`src/rtl/alu_pkg.sv`:
```
// Shared ALU definitions: sequencer state encoding and add/sub opcode values.
package alu_pkg;

    typedef enum logic [1:0] {
        ST_IDLE = 2'b00,
        ST_RUN  = 2'b01,
        ST_DONE = 2'b10
    } state_t;

    localparam logic OP_ADD = 1'b0;
    localparam logic OP_SUB = 1'b1;

endpackage

```
`src/rtl/slice_addsub.sv`:
```
// One SLICE_W-bit adder/subtractor slice, shared across all slices of an operand.
// Exposes the MSB-level operands (after B inversion) so the caller can form signed overflow.
module slice_addsub
    import alu_pkg::*;
#(
    parameter int unsigned SLICE_W = 8
) (
    input  logic [SLICE_W-1:0] a,
    input  logic [SLICE_W-1:0] b,
    input  logic               cin,
    input  logic               op,
    output logic [SLICE_W-1:0] sum,
    output logic               cout,
    output logic               msb_a,
    output logic               msb_b
);

    logic [SLICE_W:0]   add_full;
    logic [SLICE_W:0]   sub_full;
    logic [SLICE_W-1:0] b_eff;

    // Form both add and subtract paths, then carry-select the one requested by op
    always_comb begin
        add_full = {1'b0, a} + {1'b0, b}  + {{SLICE_W{1'b0}}, cin};
        sub_full = {1'b0, a} + {1'b0, ~b} + {{SLICE_W{1'b0}}, cin};
        b_eff    = (op == OP_SUB) ? ~b : b;
        if (op == OP_SUB) begin
            sum  = sub_full[SLICE_W-1:0];
            cout = sub_full[SLICE_W];
        end else begin
            sum  = add_full[SLICE_W-1:0];
            cout = add_full[SLICE_W];
        end
        msb_a = a[SLICE_W-1];
        msb_b = b_eff[SLICE_W-1];
    end

endmodule

```
`src/rtl/addsub_seq_ctrl.sv`:
```
// Multi-cycle add/subtract sequencer: walks a full-width operation through one shared
// slice, least-significant slice first, carrying between slices in a register.
module addsub_seq_ctrl
    import alu_pkg::*;
#(
    parameter int unsigned SLICE_W    = 8,
    parameter int unsigned NUM_SLICES = 4
) (
    input  logic                          clk,
    input  logic                          rst,
    input  logic                          req_valid,
    output logic                          req_ready,
    input  logic                          req_op,
    input  logic [SLICE_W*NUM_SLICES-1:0] req_a,
    input  logic [SLICE_W*NUM_SLICES-1:0] req_b,
    output logic                          resp_valid,
    input  logic                          resp_ready,
    output logic [SLICE_W*NUM_SLICES-1:0] resp_result,
    output logic                          resp_carry,
    output logic                          resp_overflow
);

    localparam int unsigned W     = SLICE_W * NUM_SLICES;
    localparam int unsigned IDX_W = (NUM_SLICES > 1) ? $clog2(NUM_SLICES) : 1;
    localparam logic [IDX_W-1:0] LAST_IDX = IDX_W'(NUM_SLICES - 1);

    state_t             state;
    state_t             state_next;
    logic               op_q;
    logic               carry_q;
    logic               ov_q;
    logic [W-1:0]       a_q;
    logic [W-1:0]       b_q;
    logic [W-1:0]       res_q;
    logic [IDX_W-1:0]   idx_q;

    logic [SLICE_W-1:0] a_sl;
    logic [SLICE_W-1:0] b_sl;
    logic [SLICE_W-1:0] sum_sl;
    logic               cout_sl;
    logic               msb_a;
    logic               msb_b;
    logic               accept;
    logic               last;

    slice_addsub #(
        .SLICE_W (SLICE_W)
    ) u_slice (
        .a     (a_sl),
        .b     (b_sl),
        .cin   (carry_q),
        .op    (op_q),
        .sum   (sum_sl),
        .cout  (cout_sl),
        .msb_a (msb_a),
        .msb_b (msb_b)
    );

    // Select the current slice of the latched operands
    always_comb begin
        a_sl = a_q[idx_q*SLICE_W +: SLICE_W];
        b_sl = b_q[idx_q*SLICE_W +: SLICE_W];
    end

    // State register
    always_ff @(posedge clk) begin
        if (rst) begin
            state <= ST_IDLE;
        end else begin
            state <= state_next;
        end
    end

    // Next-state and handshake outputs decoded from the registered state
    always_comb begin
        state_next = state;
        req_ready  = 1'b0;
        resp_valid = 1'b0;
        accept     = 1'b0;
        last       = 1'b0;
        case (state)
            ST_IDLE: begin
                req_ready = 1'b1;
                if (req_valid) begin
                    accept     = 1'b1;
                    state_next = ST_RUN;
                end
            end
            ST_RUN: begin
                if (idx_q == LAST_IDX) begin
                    last       = 1'b1;
                    state_next = ST_DONE;
                end
            end
            ST_DONE: begin
                resp_valid = 1'b1;
                if (resp_ready) begin
                    state_next = ST_IDLE;
                end
            end
            default: state_next = ST_IDLE;
        endcase
    end

    // Operand latch, per-slice result/carry update and final-slice overflow capture
    always_ff @(posedge clk) begin
        if (rst) begin
            op_q    <= 1'b0;
            carry_q <= 1'b0;
            ov_q    <= 1'b0;
            a_q     <= '0;
            b_q     <= '0;
            res_q   <= '0;
            idx_q   <= '0;
        end else if (accept) begin
            op_q    <= req_op;
            a_q     <= req_a;
            b_q     <= req_b;
            carry_q <= req_op;
            idx_q   <= '0;
        end else if (state == ST_RUN) begin
            res_q[idx_q*SLICE_W +: SLICE_W] <= sum_sl;
            carry_q <= cout_sl;
            if (last) begin
                ov_q <= (msb_a == msb_b) && (sum_sl[SLICE_W-1] != msb_a);
            end else begin
                idx_q <= idx_q + IDX_W'(1);
            end
        end
    end

    assign resp_result   = res_q;
    assign resp_carry    = carry_q;
    assign resp_overflow = ov_q;

endmodule

```
`config.mk`:
```
export PLATFORM = sky130hd
export DESIGN_NAME = addsub_seq_ctrl
export DESIGN_NICKNAME = d
export VERILOG_FILES = /design/src/rtl/alu_pkg.sv /design/src/rtl/slice_addsub.sv /design/src/rtl/addsub_seq_ctrl.sv
export SDC_FILE = /design/constraint.sdc
export NUM_CORES = 1
export LEC_CHECK = 0
export ABC_AREA = 1
export CAP_MARGIN = 5
export CORE_ASPECT_RATIO = 1.4
export CORE_UTILIZATION = 50
export DETAILED_ROUTE_END_ITERATION = 7
export MAX_ROUTING_LAYER = met4
export PLACE_DENSITY = 0.78
export SLEW_MARGIN = 10
export SYNTH_ARGS = -nofsm -noshare
export SYNTH_HDL_FRONTEND = slang
export SYNTH_HIERARCHICAL = 1
export SYNTH_SLANG_ARGS = --single-unit
```
`constraint.sdc`:
```
create_clock -name clk -period 3.95 [get_ports clk]
set_input_delay 0.79 -clock clk [delete_from_list [all_inputs] [get_ports clk]]
set_output_delay 0.79 -clock clk [all_outputs]
set_load 0.03 [all_outputs]
```
==> flow_metrics.tcl, run 1 <==
set metrics [dict create \
    tightest_slew_ns 1.03 \
    n_antenna_cell 0 \
    syn_to_final_growth_pct 24.9 \
    fillers 952 \
    cp_max_fo 19 \
    fin_area_um2 6600 \
    vias_per_cell 5.18 \
    yosysTopAreaCellShare_pct 39.0 \
    initial_core_util_pct 51.1 \
    io-pin-count 105 \
    cts_num_sinks 103 \
    holdPathStages 2 \
    status "finished, final reports clean" \
    worstHoldPathType "reg -> reg" \
    grt_overflow 0 \
    synthFlopType "dfxtp_1" \
    gp_congestion 0.892 \
    relSlewSlack_pct 31.5 \
    finalSetupViolCount 0 \
    insertion_delay_ns 0.35 \
    rr_worst_depth 16 \
    max_freq_mhz 312 \
    drt_iter0_drc 220 \
    via_count 5057 \
    cts.hold.buffers_added 0 \
    clock_tree.root_cell "clkbuf_16" \
    syn_inst 756 \
    endpoint_kind "flop" \
    post-cts-setup-buffers 0 \
    required_ns 4.24 \
    final_cell_mix "186 x nor2_1, 119 x nand2_1, 104 x clkdlybuf4s50_1" \
    core_area_um2 10300 \
    antenna_found_initial 0 \
    portBuffers 104 \
    placed_area_um2 6280 \
    synth_top_area_cell "dfxtp_1" \
    synth_edf_count 0 \
    grt_usage_pct 25.8 \
    wl_per_cell_um 13.4 \
    dpl.hpwl_mm 10.0 \
    synth.avg_cell_area_um2 6.99 \
    routed_wl_mm 13.1 \
    drt_pass1_iterations 5 \
    die_h_um 124 \
    grt_pass1_vias 4601 \
    path_class "reg -> reg" \
    rsz0062_at_grt "false" \
    die_x_um 88.9 \
    drcViolationCount 0 \
    synth_cell_types 30 \
    async_reset_ff_share_pct 0 \
    cts_tree "built" \
    skew_ns 0.0107 \
    synth-seq-area-share_pct 39.0 \
    synth-seq-cells 103 \
    fin_crit_sh_pct 81.1 \
    yosys-top-cells-area "dfxtp_1 39%, nor2_1 13%, nand2_1 8.5%, o21ai_0 7.6%, ha_1 4.7%" \
    clkTransAtPathRegs_ns 0.07 \
    syn_area_um2 5280 \
    p_per_area_nw_per_um2 418 \
    postRouteAntennaNets 0 \
    ir_drop_v 0.000313 \
    fin_tns_setup_ns 0 \
    fin_crit_ns 3.20 \
    ys_warn_count 6 \
    cp.arrival_ns 3.49 \
    final_common_cell "nor2_1" \
    grt_start_max_net_pins 69 \
    cts-resized-gates 0 \
    nNetsFinal 927 \
    drive_above_1_share_pct 5.36 \
    cts_htree_levels 3 \
    cts_buffer_depth 2 \
    finalMaxSlewViolations 0 \
    cap_violations 0 \
    cts_buffers 9 \
    leakagePower_nw 2.73 \
    synth_nets 849 \
    startpoint_type "flop" \
    die-area_um2 11000 \
    grt_pass1_wl_mm 21.1 \
    row_count 44 \
    hold_viol_final 0 \
]
==> metrics by stage <==
step / std cells / worst slack (ns) / hold WS (ns) / power, mW / util (%)
finish: 977 / 0.745 / 0.463 / 2.76 / 63.7
global route: 977 / 0.363 / 0.490 / 2.90 / 63.7
CTS: 977 / 0.736 / 0.465 / 2.77 / 63.7
detailed placement: 961 / 0.766 / 0.455 / 1.85 / 60.7
global placement: 961 / 0.918 / 0.452 / 1.84 / 60.7
floorplan: 756 / 1.06 / 0.449 / 1.65 / -
==> worst max-delay path, stage by stage, from the launching register on <==
cell     delay (ns)
dfxtp_1        0.31
inv_1          0.40
o21ai_0        0.17
o22ai_1        0.27
inv_1          0.11
fa_1           0.48
fa_1           0.40
inv_1          0.08
nand3_1        0.07
nand3_1        0.08
nand2_1        0.05
nand2_1        0.07
xor2_1         0.19
inv_1          0.09
nor3_2         0.13
nand2_1        0.08
a21oi_1        0.13
==> layout make-up <==
cell class | instances | area, µm² | share of cell area [%]
multi-input cells | 549 | 2730 | 41.3
repair buffers | 111 | 1090 | 16.6
inverters | 60 | 225 | 3.41
clock inverters | 6 | 77.6 | 1.18
well taps | 138 | 173 | 2.62
flip-flops and latches | 103 | 2060 | 31.3
clock buffers | 10 | 239 | 3.62
==> flip-flops by register name (all words and copies together), names as in the netlist <==
register       flops
idx_q              2
resp_result       32
b_q               32
a_q               32
resp_overflow      1
resp_carry         1
op_q               1
state              2
==> path summary, 6_finish.rpt <==
path,slack (ns),startpoint,end
min,0.46,resp_result[26],resp_result[26]
max,0.75,idx_q[1],resp_result[28]
min reg2reg,0.46,resp_result[26],resp_result[26]
max reg2reg,0.75,idx_q[1],resp_result[28]
==> synth_stat cells, types with 4 or more instances <==
library cell  instances
a21oi_1              42
buf_2                17
buf_6                10
clkbuf_1             12
dfxtp_1             103
fa_1                  4
ha_1                 20
inv_1                55
inv_2                 5
nand2_1             119
nand3_1              17
nand4_1              18
nor2_1              186
nor2_4                4
nor3_2                5
o21ai_0              80
o21ai_1              21
o22ai_1              16
xor2_1                5
==> kinds of logic (layout without fill, tap and decap cells) <==
logic type | Yosys count | in the layout | share of synthesized area (%)
xor gates and xnor gates | 5 | 5 | 0.829
DFF | 103 | 103 | 39.0
adders and majority gates | 24 | 24 | 6.25
muxes | 1 | 1 | 0.189
and+or+nand+nor | 355 | 355 | 28.1
buffers and inverters | 104 | 187 | 9.35
AOI/OAI and AO/OA | 164 | 164 | 16.2
==> per-layer routing <==
metal  GRT usage, %  vias to the layer above  part of all wire [%]
li1               -                     2594                     -
met1           27.8                     2284                    40
met2           46.0                      148                    54
met3           3.11                       31                   3.4
met4           13.1                        0                   3.2
met5              -                        -                     0
==> where the power goes <==
| part | switching [mW] | internal, mW |
|---|---|---|
| sequential | 0.0403 | 1.11 |
| combinational | 0.429 | 0.257 |
| clock | 0.407 | 0.518 |
Power figures use the tool's default switching activity.
==> run 2: changes to the inputs <==
clock period = 3.2 ns   (was 3.95 ns; I/O delays follow)
==> run 2 against run 1 <==
Net effect:
- maximum frequency up 8.3%
- critical endpoint unchanged
- via count up 1.5%
- largest cell class unchanged
- combinational power up 25%
- setup slack worse by 0.50 ns
- critical path depth unchanged
- largest power group unchanged
- clock skew down 0.0015 ns
==> flow_metrics.tcl, run 2 (same netlist as run 1, synthesis figures left out) <==
set metrics [dict create \
    final.setup.worst_slack_ns 0.242 \
    syn_to_final_growth_pct 25.7 \
    ir_drop_v 0.000314 \
    grt_usage_pct 26.5 \
    clock_tree.root_cell "clkbuf_16" \
    startpoint_type "flop" \
    drive_above_1_share_pct 6.86 \
    p_total_mw 3.31 \
    cp_max_fo 8 \
    core_area_um2 10300 \
    hold_viol_final 0 \
    r2r-end "resp_result[28]" \
    timing.rr.start "idx_q[1]" \
    n_antenna_cell 0 \
    antenna_found_initial 0 \
    r2r_slack_ns 0.24 \
    relSlewSlack_pct 45.3 \
    grt_overflow 0 \
    grt_start_max_net_pins 69 \
    row_count 44 \
    required_ns 3.48 \
    finalMaxSlewViolations 0 \
    drt_pass1_iterations 5 \
    cts_num_sinks 103 \
    post-cts-setup-buffers 0 \
    final_cell_mix "186 x nor2_1, 119 x nand2_1, 104 x clkdlybuf4s50_1" \
    cts_htree_levels 3 \
    skew_ns 0.00923 \
    gp_congestion 0.851 \
    worstHoldPathType "reg -> reg" \
    cp.arrival_ns 3.24 \
    routed_wl_mm 13.2 \
    die_x_um 88.9 \
    final_common_cell "nor2_1" \
    cts.hold.buffers_added 0 \
    pre_cts_slack_ns 0.120 \
    postRouteAntennaNets 0 \
    nNetsFinal 934 \
    initial_core_util_pct 51.1 \
    grt_pass1_wl_mm 21.8 \
    drt_iter0_drc 260 \
    status "finished, final reports clean" \
    fin_tns_setup_ns 0 \
    fin_crit_sh_pct 92.4 \
    worstHoldStart "resp_result[16]" \
    io-pin-count 105 \
    cts_buffers 9 \
    hold_end "resp_result[16]" \
    endpoint_kind "flop" \
    clkTransAtPathRegs_ns 0.07 \
    holdPathStages 2 \
    leakagePower_nw 2.74 \
    vias_per_cell 5.22 \
    cts_tree "built" \
    dpl.hpwl_mm 10.2 \
    path_class "reg -> reg" \
    rr_worst_depth 16 \
    insertion_delay_ns 0.35 \
    grt_pass1_vias 4821 \
    drcViolationCount 0 \
    cts_buffer_depth 2 \
    fin_util_pct 64.2 \
    max_freq_mhz 338 \
    cap_violations 0 \
    fin_crit_ns 2.96 \
    wl_per_cell_um 13.5 \
    finalSetupViolCount 0 \
    via_count 5135 \
    die_h_um 124 \
    tightest_slew_ns 0.820 \
    die-area_um2 11000 \
    p_per_area_nw_per_um2 499 \
    portBuffers 104 \
]
## run 2: changes by cell type in the layout (fill, tap and decap cells not counted), sizes merged
cell	delta
bufinv	-1
clkinv	-2
clkinvlp	+4
clkbuf	-1
buf	+7
## run 2: worst max-delay path by stage
stage	start	end	slack, ns
final	idx_q[1]	resp_result[28]	0.24
after global routing	idx_q[1]	resp_result[22]	-0.009
after CTS	idx_q[1]	resp_result[6]	0.09
after detailed placement	idx_q[0]	resp_result[28]	0.12
after global placement	idx_q[1]	resp_result[14]	0.18
after floorplan	idx_q[0]	resp_result[28]	0.31
## run 2: where the power goes
part | leakage, nW | internal [mW] | switching (mW)
logic | 1.77 | 0.327 | 0.528
clock network | 0.126 | 0.534 | 0.506
registers | 0.847 | 1.37 | 0.0507
## run 2: worst max-delay path, cell delays in order, from the launching register on
cell and delay [ns]:
dfxtp_1 0.40, inv_2 0.11, buf_4 0.18, o21ai_0 0.11, o22ai_2 0.14, fa_1 0.46
fa_1 0.42, inv_1 0.09, nand3_1 0.07, nand3_1 0.07, nand2_1 0.05, nand2_1 0.08
xor2_1 0.21, inv_1 0.11, nor3_2 0.19, nand2_1 0.09, a21oi_1 0.13
## run 2: area by class of cell
class                           count  area (µm²)
Multi-Input combinational cell    549        2750
Tap cell                          138         173
Inverter                           60         228
Timing Repair Buffer              118        1150
Sequential cell                   103        2060
Clock buffer                        9         225
Clock inverter                      7        55.1
Fill cell                         929        3710
## run 2: repair_timing
| item | 4_1_cts | 5_1_grt |
|---|---|---|
| resized for setup | 0 | 8 |
| setup endpoints to repair | 0 | 10 |
| endpoints found under the hold margin | 0 | 0 |
## run 2: stage by stage
| stage | instance area, µm² | instances | hold WS (ns) |
|---|---|---|---|
| 2_1_floorplan | 5280 | 756 | 0.449 |
| 3_3_place_gp | 6330 | 968 | 0.454 |
| 3_5_place_dp | 6330 | 968 | 0.455 |
| 4_1_cts | 6610 | 984 | 0.466 |
| 5_1_grt | 6640 | 984 | 0.493 |
| 6_report | 6640 | 984 | 0.462 |
## run 2: per-layer routing
layer / part of all wire [%] / up-vias / global-route usage [%]
met3: 4.3 / 41 / 5.10
met5: 0 / - / -
met2: 52 / 176 / 46.6
li1: - / 2605 / -
met4: 3.6 / 0 / 12.5
met1: 40 / 2313 / 28.4
==> run 3: changes to the inputs <==
SLEW_MARGIN = not set   (was 10)
==> results of run 3 <==
Same layout as run 2: the final DEF is identical, and so are final timing and power.
